<file path="src/rtl/snax_cgra_tcdm_bridge.sv">
// snax_cgra_tcdm_bridge: per-port CGRA memory channels to TCDM requests.
// Define SNAX_CGRA_BRIDGE_PERF_EN to add per-port TCDM stall counters.
module snax_cgra_tcdm_bridge #(
    parameter int unsigned NumPorts      = 4,
    parameter int unsigned CgraAddrWidth = 6,
    parameter int unsigned CgraDataWidth = 16,
    parameter int unsigned TcdmAddrWidth = 48,
    parameter int unsigned TcdmDataWidth = 64,
    parameter int unsigned RspFifoDepth  = 4
) (
    input  logic                                         clk_i,
    input  logic                                         rst_ni,
    input  logic                                         enable_i,
    input  logic [TcdmAddrWidth-1:0]                     base_addr_i,
    input  logic [NumPorts-1:0]                          cgra_w_valid_i,
    input  logic [NumPorts-1:0][CgraAddrWidth-1:0]       cgra_waddr_i,
    input  logic [NumPorts-1:0][CgraDataWidth-1:0]       cgra_wdata_i,
    input  logic [NumPorts-1:0]                          cgra_wpred_i,
    output logic [NumPorts-1:0]                          cgra_w_ready_o,
    input  logic [NumPorts-1:0]                          cgra_r_valid_i,
    input  logic [NumPorts-1:0][CgraAddrWidth-1:0]       cgra_raddr_i,
    output logic [NumPorts-1:0]                          cgra_r_ready_o,
    output logic [NumPorts-1:0]                          cgra_rdata_valid_o,
    output logic [NumPorts-1:0][CgraDataWidth-1:0]       cgra_rdata_o,
    output logic [NumPorts-1:0]                          cgra_rpred_o,
    input  logic [NumPorts-1:0]                          cgra_rdata_ready_i,
    output logic [NumPorts-1:0]                          tcdm_q_valid_o,
    input  logic [NumPorts-1:0]                          tcdm_q_ready_i,
    output logic [NumPorts-1:0]                          tcdm_q_write_o,
    output logic [NumPorts-1:0][TcdmAddrWidth-1:0]       tcdm_q_addr_o,
    output logic [NumPorts-1:0][TcdmDataWidth-1:0]       tcdm_q_data_o,
    output logic [NumPorts-1:0][TcdmDataWidth/8-1:0]     tcdm_q_strb_o,
    input  logic [NumPorts-1:0]                          tcdm_p_valid_i,
    input  logic [NumPorts-1:0][TcdmDataWidth-1:0]       tcdm_p_data_i,
    output logic                                         busy_o
`ifdef SNAX_CGRA_BRIDGE_PERF_EN
    ,
    output logic [NumPorts-1:0][31:0]                    perf_stall_cnt_o
`endif
);

    localparam int unsigned StrbW = TcdmDataWidth / 8;
    localparam int unsigned Shift = $clog2(StrbW);
    localparam int unsigned PtrW  = $clog2(RspFifoDepth);
    localparam int unsigned CntW  = $clog2(RspFifoDepth + 1);
    localparam logic [CntW-1:0] Depth = CntW'(RspFifoDepth);

    typedef enum logic [1:0] {
        IDLE,
        WR_REQ,
        RD_REQ
    } state_e;

    logic [NumPorts-1:0] port_busy;

    assign busy_o = |port_busy;

    for (genvar i = 0; i < NumPorts; i++) begin : g_port
        state_e                   state_q;
        logic                     q_valid_q;
        logic                     q_write_q;
        logic [TcdmAddrWidth-1:0] q_addr_q;
        logic [TcdmDataWidth-1:0] q_data_q;
        logic [StrbW-1:0]         q_strb_q;
        logic [CntW-1:0]          infl_q;
        logic [CntW-1:0]          occ_q;
        logic [CntW-1:0]          credit;
        logic [PtrW-1:0]          wptr_q;
        logic [PtrW-1:0]          rptr_q;
        logic [CgraDataWidth-1:0] mem_q [RspFifoDepth];
        logic                     q_hs;
        logic                     rd_hs;
        logic                     rd_pend;
        logic                     accept;
        logic                     rd_ok;
        logic                     w_fire;
        logic                     r_fire;
        logic                     push;
        logic                     pop;
        logic                     has_rsp;
        logic [CgraAddrWidth-1:0] sel_addr;
        logic [TcdmAddrWidth-1:0] byte_addr;

        assign q_hs    = q_valid_q & tcdm_q_ready_i[i];
        assign rd_hs   = q_hs & ~q_write_q;
        // A read waiting in RD_REQ already owns a response slot.
        assign rd_pend = (state_q == RD_REQ);
        assign credit  = Depth - infl_q - occ_q - CntW'(rd_pend);
        assign accept  = rst_ni & enable_i
                       & ((state_q == IDLE) | q_hs);
        assign rd_ok   = accept & ~cgra_w_valid_i[i]
                       & (credit != '0);
        assign w_fire  = cgra_w_valid_i[i] & accept;
        assign r_fire  = cgra_r_valid_i[i] & rd_ok;
        assign push    = tcdm_p_valid_i[i] & (infl_q != '0);
        assign has_rsp = (occ_q != '0);
        assign pop     = cgra_rdata_ready_i[i] & has_rsp;

        assign sel_addr  = cgra_w_valid_i[i] ? cgra_waddr_i[i]
                                             : cgra_raddr_i[i];
        assign byte_addr = base_addr_i
                         + (TcdmAddrWidth'(sel_addr) << Shift);

        assign cgra_w_ready_o[i]     = accept;
        assign cgra_r_ready_o[i]     = rd_ok;
        assign tcdm_q_valid_o[i]     = q_valid_q;
        assign tcdm_q_write_o[i]     = q_write_q;
        assign tcdm_q_addr_o[i]      = q_addr_q;
        assign tcdm_q_data_o[i]      = q_data_q;
        assign tcdm_q_strb_o[i]      = q_strb_q;
        assign cgra_rdata_valid_o[i] = has_rsp;
        assign cgra_rpred_o[i]       = has_rsp;
        assign cgra_rdata_o[i]       = has_rsp ? mem_q[rptr_q] : '0;
        assign port_busy[i]          = (state_q != IDLE)
                                     | (infl_q != '0) | has_rsp;

        // Request FSM: take one CGRA access, hold it until TCDM takes it.
        always_ff @(posedge clk_i or negedge rst_ni) begin
            if (!rst_ni) begin
                state_q   <= IDLE;
                q_valid_q <= 1'b0;
                q_write_q <= 1'b0;
                q_addr_q  <= '0;
                q_data_q  <= '0;
                q_strb_q  <= '0;
            end else begin
                unique case (1'b1)
                    w_fire && cgra_wpred_i[i]: begin
                        state_q   <= WR_REQ;
                        q_valid_q <= 1'b1;
                        q_write_q <= 1'b1;
                        q_addr_q  <= byte_addr;
                        q_data_q  <= TcdmDataWidth'(cgra_wdata_i[i]);
                        q_strb_q  <= '1;
                    end
                    w_fire && !cgra_wpred_i[i]: begin
                        state_q   <= IDLE;
                        q_valid_q <= 1'b0;
                    end
                    r_fire: begin
                        state_q   <= RD_REQ;
                        q_valid_q <= 1'b1;
                        q_write_q <= 1'b0;
                        q_addr_q  <= byte_addr;
                        q_data_q  <= '0;
                        q_strb_q  <= '0;
                    end
                    q_hs && !w_fire && !r_fire: begin
                        state_q   <= IDLE;
                        q_valid_q <= 1'b0;
                    end
                    default: ;
                endcase
            end
        end

        // Track issued-but-unanswered reads and buffered responses.
        always_ff @(posedge clk_i or negedge rst_ni) begin
            if (!rst_ni) begin
                infl_q <= '0;
                occ_q  <= '0;
                wptr_q <= '0;
                rptr_q <= '0;
            end else begin
                if (rd_hs && !push) begin
                    infl_q <= infl_q + CntW'(1);
                end else if (!rd_hs && push) begin
                    infl_q <= infl_q - CntW'(1);
                end
                if (push && !pop) begin
                    occ_q <= occ_q + CntW'(1);
                end else if (!push && pop) begin
                    occ_q <= occ_q - CntW'(1);
                end
                if (push) begin
                    wptr_q <= wptr_q + PtrW'(1);
                end
                if (pop) begin
                    rptr_q <= rptr_q + PtrW'(1);
                end
            end
        end

        // Response storage; contents are only visible while occupied.
        always_ff @(posedge clk_i) begin
            if (push) begin
                mem_q[wptr_q] <= tcdm_p_data_i[i][CgraDataWidth-1:0];
            end
        end

        if (TcdmDataWidth > CgraDataWidth) begin : g_hi
            logic unused_p_hi;
            assign unused_p_hi =
                ^tcdm_p_data_i[i][TcdmDataWidth-1:CgraDataWidth];
        end

`ifdef SNAX_CGRA_BRIDGE_PERF_EN
        logic [31:0] stall_q;

        // Count cycles a request waits on TCDM, saturating at max.
        always_ff @(posedge clk_i or negedge rst_ni) begin
            if (!rst_ni) begin
                stall_q <= '0;
            end else if (q_valid_q && !tcdm_q_ready_i[i]
                         && (stall_q != '1)) begin
                stall_q <= stall_q + 32'd1;
            end
        end

        assign perf_stall_cnt_o[i] = stall_q;
`endif
    end

endmodule

</file>
<file path="config.mk">
export PLATFORM = sky130hd
export DESIGN_NAME = snax_cgra_tcdm_bridge
export DESIGN_NICKNAME = d
export VERILOG_FILES = /design/src/rtl/snax_cgra_tcdm_bridge.sv
export SDC_FILE = /design/constraint.sdc
export NUM_CORES = 1
export LEC_CHECK = 0
export ABC_AREA = 1
export ABC_CLOCK_PERIOD_IN_PS = 2560
export CAP_MARGIN = 20
export CORE_AREA = 3 3 398 400
export DETAILED_ROUTE_END_ITERATION = 8
export DIE_AREA = 0 0 401 403
export PLACE_DENSITY_LB_ADDON = 0.1
export SLEW_MARGIN = 20
export SYNTH_ARGS = -nofsm -noshare
export SYNTH_HDL_FRONTEND = slang
export SYNTH_SLANG_ARGS = --single-unit
</file>
<file path="constraint.sdc">
create_clock -name clk_i -period 2.56 [get_ports clk_i]
set_clock_uncertainty 0.2 [all_clocks]
set_input_delay 0.384 -clock clk_i [delete_from_list [all_inputs] [get_ports clk_i]]
set_output_delay 0.384 -clock clk_i [all_outputs]
set_load 0.02 [all_outputs]
</file>
* Word-level counts from Yosys, hierarchy flattened
Memory sizes are Yosys's and may differ from the RTL's.
Index checks and enable logic that the tools add are counted.
W data, S select, Z words.
** Word-level totals
- Memories :: 4
- Input bits :: 443
- Memory bits (writable) :: 256
- Logic and storage cells :: 302
- Output and inout port bits :: 569
- Register bits after elaboration :: 536
** Operators by class
- Mux-type cells :: 52
- Reduce and logical (&&, ||, !) cells :: 105
- Bitwise operators :: 57
- Eq/ne operators :: 4
- Add/subtract/negate cells :: 40
** Memory list
- g_port[0].mem_q :: depth 4, bits a word 16, read ports 1, clocked after memory_dff 0, wr ports 1, RTL line 70 : logic [CgraDataWidth-1:0] mem_q [RspFifoDepth];
- g_port[1].mem_q :: depth 4, bits a word 16, read ports 1, clocked after memory_dff 0, wr ports 1, RTL line 70
- g_port[2].mem_q :: depth 4, bits a word 16, read ports 1, clocked after memory_dff 0, wr ports 1, RTL line 70
- g_port[3].mem_q :: depth 4, bits a word 16, read ports 1, clocked after memory_dff 0, wr ports 1, RTL line 70
** Operator list (number)
- $pmux W64 S2 :: 4
- $add A48 B9 Y48 :: 4
- $mux W16 :: 4
- $pmux W8 S2 :: 4
- $mux W3 :: 16
- $reduce_bool A3 Y1 :: 16
- $reduce_bool A2 Y1 :: 20
- $and A1 B1 Y1 :: 37
- $logic_and A1 B1 Y1 :: 32
- $add A3 B1 Y3 const B :: 8
- $logic_not A1 Y1 :: 24
- $mux W6 :: 4
- $pmux W2 S3 :: 4
- $sub A3 B1 Y3 const B :: 8
- $add A2 B1 Y2 const B :: 8
- $pmux W1 S2 :: 8
- $reduce_or A2 Y1 :: 8
- $or A1 B1 Y1 :: 12
- $sub A3 B1 Y3 :: 4
- $sub A3 B3 Y3 :: 4
- $sub A3 B3 Y3 const A :: 4
- $eq A2 B2 Y1 const B :: 4
- $logic_not A2 Y1 :: 4
- $mux W1 :: 8
- other kinds (2) :: 9

* Depth between registers and ports, before layout
- Depth in word-level cells :: 10
- Depth in mapped cells :: 18
- Mapped depth without buffers :: 17

* Worst setup path after synthesis
OpenSTA, ideal clock, no wires.
- Kind :: input-to-reg
- From :: input cgra_w_valid_i[2]
- To :: register g_port[2].q_addr_q[28]
- Arrival time :: 2.371 ns
- Stages :: 17
- Buffers on the path :: 1
- Setup time :: 0.117 ns
- Slack :: -0.128 ns
- Path through :: clkbuf_1 > inv_1 > or2_2 > o21ai_0 > inv_1 > ha_1 > nand2_1 > nor2_1 > nand2_1 > nand3_1 > nand2_1 > nand2_1 > nand2_1 > nand2_1 > nand2_1 > nand2_1 > nand2_1
** Between the ends
- Word-level cells in the longest chain between the ends :: 5
- Elaborated cells on any way between the ends :: 9
** Ends and longest elaborated chain
- start, declared :: RTL line 15 : input logic [NumPorts-1:0] cgra_w_valid_i,
- branches (longest 5 deep; another with $add A48 B9 Y48)
- end signal, assigned :: RTL line 132 : q_addr_q <= byte_addr;
- end signal, assigned :: RTL line 144 : q_addr_q <= byte_addr;
- end, declared :: RTL line 62 : logic [TcdmAddrWidth-1:0] q_addr_q;
Several ways; the timed one is not identified.
A chain may end at the register's enable or synchronous reset.

* Final worst setup path
- From :: register g_port[0].infl_q[1]
- To :: output cgra_r_ready_o[0]
** Between the ends
- Word-level cells in the longest chain between the ends :: 5
** Ends and longest elaborated chain
- start, declared :: RTL line 65 : logic [CntW-1:0] infl_q;
- start signal, assigned :: RTL line 166 : infl_q <= infl_q + CntW'(1);
- start signal, assigned :: RTL line 168 : infl_q <= infl_q - CntW'(1);
- $sub A3 B3 Y3 (2 in a row) :: RTL line 88 : assign credit = Depth - infl_q - occ_q - CntW'(rd_pend);
- $sub A3 B1 Y3 :: RTL line 88
- $reduce_bool A3 Y1 :: RTL line 92 : & (credit != '0);
- $and A1 B1 Y1 :: RTL line 92
- end, declared :: RTL line 22 : output logic [NumPorts-1:0] cgra_r_ready_o,
Every way passes these cells.

==> results.tsv <==
metric	value	unit
post-route ant nets	0	
Final HPWL DP	110	mm
unrepaired setup endpoints after global routing	true	
GRT Total Usage	0.177	
area growth from synthesis to layout	65.2	%
post-synthesis cell type count	40	
Clock transition at path regs	0.05	ns
TritonCTS clock tree	built	
Die W	401	um
pin count of the biggest net entering global routing	114	
Synth warnings	0	
first-pass detailed-route iteration total	5	
EDFF count, synth	256	
Synth Area in Simple Gates	0.250	
root buf cell	clkbuf_16	
top cell type's share of synthesized area	0.259	
vias in the first global route	27100	
die area	0.162	mm2
Post-Route Setup TNS	-53.53	ns
crit path launch type	register	
Area contributors post-synth	dfrtp_1 26%, edfxtp_1 26%, nand2_1 15%	
post-synthesis compound-gate area fraction	0.0470	
IO Port Bufs	627	
Hold WS	0.0781	ns
Tmin final	3.11	ns
max-slew violation count	0	
Die H	403	um
PD cells	636	mW/mm2
worst skew pair latency	0.69	ns
violated checks	negative setup slack	
Avg Inst Size Synth	8.52	um2
Tcrit/Tclk final	1.22	
RD Place Congestion	0.865	
Crit Path Class	reg2out	
Initial Util	0.193	
Pleak	22.7	nW
clk sink count	568	
dpl cell area	0.0418	mm2
Slew HR	0.474	
wirelength, routed	154	mm
register area share after synthesis	0.515	
top cell type by total area after synthesis	dfrtp_1	
Max-cap violations	0	
Mapped Cells	3532	
status	finished with violations	
post-synthesis mux area share	0.00299	
Nets	5276	
Post-Syn Area	0.0301	mm2
largest family of logic cells by synthesized area	simple AND/OR/NAND/NOR gates	
final hold viol count	0	
# rows	145	
post-route cell area	0.0497	mm2
first-pass GRT wire length	205	mm
crit path capture type	output port	
actual slew at the worst max-slew pin	0.788	ns
post-route DRC violation count	0	
Initial DRC Count	1623	
PnR worst setup slack	-0.552	ns
count of final setup violators	312	
routed vias/inst	4.00	
ratio of cells with drive above 1 in the final layout	0.277	
Ports	1012	
XOR/XNOR Fraction of Synth Area	0.0384	
flops & latches, synth	568	
Worst EP required	1.98	ns
crit path DAT	2.53	ns
Synth Area in Adders	0.0362	
DR WL/cell	22.4	um
CTS Buf Count	76	
ys flop type	dfrtp_1	
deepest clock path buffer count	3	
vias	27600	
ys async rst share	0.549	
Max FO, Critical Path	2	
Hold Path Class	in2reg	
initial antenna violation count	30	
core box area	0.156	mm2
maximum VDD drop	0.000460	V
GR Overflow Total	0	
H-tree Lvls	3	
highest clock rate	321	MHz
-- power by group --
part	total [W]	switching, W	leakage (nW)	internal (W)
clock	0.0113	0.00468	1.27	0.00665
combinational	0.00946	0.00520	15.0	0.00426
sequential	0.0108	0.000507	6.49	0.0103
-- kinds of logic after synthesis --
logic type,Yosys count
muxes,8
adders and majority gates,80
AOI/OAI and AO/OA,277
and+or+nand+nor,1866
buffers and inverters,600
other,1
xor gates and xnor gates,132
DFF,568
-- synth_stat cells, types with 9 or more instances --
master and count:
nand3_1 151, o21ai_0 179, dfrtp_1 312, inv_2 12, nor2_1 429, xor2_1 112
clkbuf_1 50, xnor2_1 20, nand4_1 16, nor2_2 16, a21oi_1 86, edfxtp_1 256
buf_2 43, fa_1 12, nand2_1 1199, ha_1 68, nor3_1 9, buf_4 262
nand2_2 14, nor2_4 10, inv_1 220
-- path summary, 6_finish.rpt --
path / startpoint / end / slack [ns] / depth (start not counted)
worst max-delay path: g_port[0].infl_q[1] / cgra_r_ready_o[0] / -0.55 / 13
worst min-delay path: cgra_wdata_i[31] / g_port[1].q_data_q[15] / 0.08 / 3
worst max register to register: g_port[2].occ_q[1] / g_port[2].q_addr_q[7] / -0.41 / 17
worst min register to register: g_port[1].q_data_q[15] / g_port[1].q_data_q[15] / 0.26 / 2
max in group asynchronous: rst_ni / g_port[0].rptr_q[0] / 1.07 / 4
min in group asynchronous: rst_ni / g_port[3].q_addr_q[19] / 0.34 / 4
-- cell type report --
type / count / area (um2)
repair buffers: 1310 / 13900
fillers: 16300 / 106000
inverters: 237 / 1030
repair inverters: 5 / 100
diodes: 12 / 30.0
clock buffers: 103 / 2090
multi-input cells: 2555 / 14000
flip-flops and latches: 568 / 15500
well taps: 2058 / 2570
clock inverters: 39 / 523
-- stage by stage --
step           instances   util  worst slack, ns  power [W]
6_report            6887  0.319           -0.552     0.0316
5_1_grt             6876  0.319           -0.678     0.0332
4_1_cts             6815  0.301           -0.678     0.0310
3_5_place_dp        6542  0.268            -1.00     0.0189
3_3_place_gp        6542  0.268           -0.988     0.0190
2_1_floorplan       3723      -          0.00560     0.0147
-- worst max-delay path, cell delays in order (launching register included) --
cell,delay (ns)
dfrtp_1,0.38
ha_1,0.30
ha_1,0.30
inv_2,0.07
ha_4,0.13
inv_2,0.03
nand2_2,0.07
nand2_2,0.06
nand2_2,0.07
nand3_4,0.10
buf_6,0.14
nand2_4,0.05
inv_4,0.03
buf_12,0.12
-- routing by layer --
| metal | vias to the layer above | routed length [um] | global-route usage | share of wire |
|---|---|---|---|---|
| met5 | - | 53 | 0 | 0.00034 |
| met4 | 10 | 3450 | 0.0440 | 0.022 |
| met3 | 180 | 9760 | 0.0369 | 0.063 |
| met2 | 917 | 72400 | 0.295 | 0.47 |
| met1 | 13200 | 68600 | 0.234 | 0.44 |
| li1 | 13300 | - | - | - |
-- layout by cell type (no fill, tap or decap), types with 12 or more instances in the layout --
cell type	netlist	final
o21ai_1	2	32
nand2_4	5	87
nor2_4	10	17
buf_6	4	97
dlygate4sd3_1	0	53
buf_4	262	441
inv_1	220	202
buf_16	0	28
dfrtp_1	312	308
a21oi_2	1	32
nor2_1	429	408
buf_8	0	17
nand2_1	1199	927
nor2_2	16	30
o21ai_0	179	129
clkinv_2	0	12
conb_1	1	192
edfxtp_1	256	256
nand4_1	16	16
diode_2	0	12
o21ai_2	0	14
nand2_2	14	201
buf_2	43	16
a21oi_1	86	44
buf_12	0	85
clkbuf_16	0	104
xnor2_1	20	19
nand3_2	7	20
nand3_1	151	128
clkbuf_1	50	18
inv_2	12	18
clkdlybuf4s50_1	0	542
ha_1	68	56
xor2_1	112	112
-- state kept, by name, summed over array words and instances (netlist names), 8 cells and up --
register,count
g_port.rptr_q,8
g_port.q_data_q,64
g_port.occ_q,12
g_port.infl_q,12
g_port.state_q,8
g_port.mem_q,256
g_port.q_addr_q,192
g_port.wptr_q,8
-- what timing repair did --
action / CTS / global route
resized for setup: 628 / 596
setup endpoints to repair: 357 / 358
cloned: 21 / 38
hold buffers: 53 / 0
buffers inserted: 62 / 45
hold endpoints to repair: 363 / 0
pin swaps: 52 / 102
Note: power is estimated with default switching activity, not from simulation.
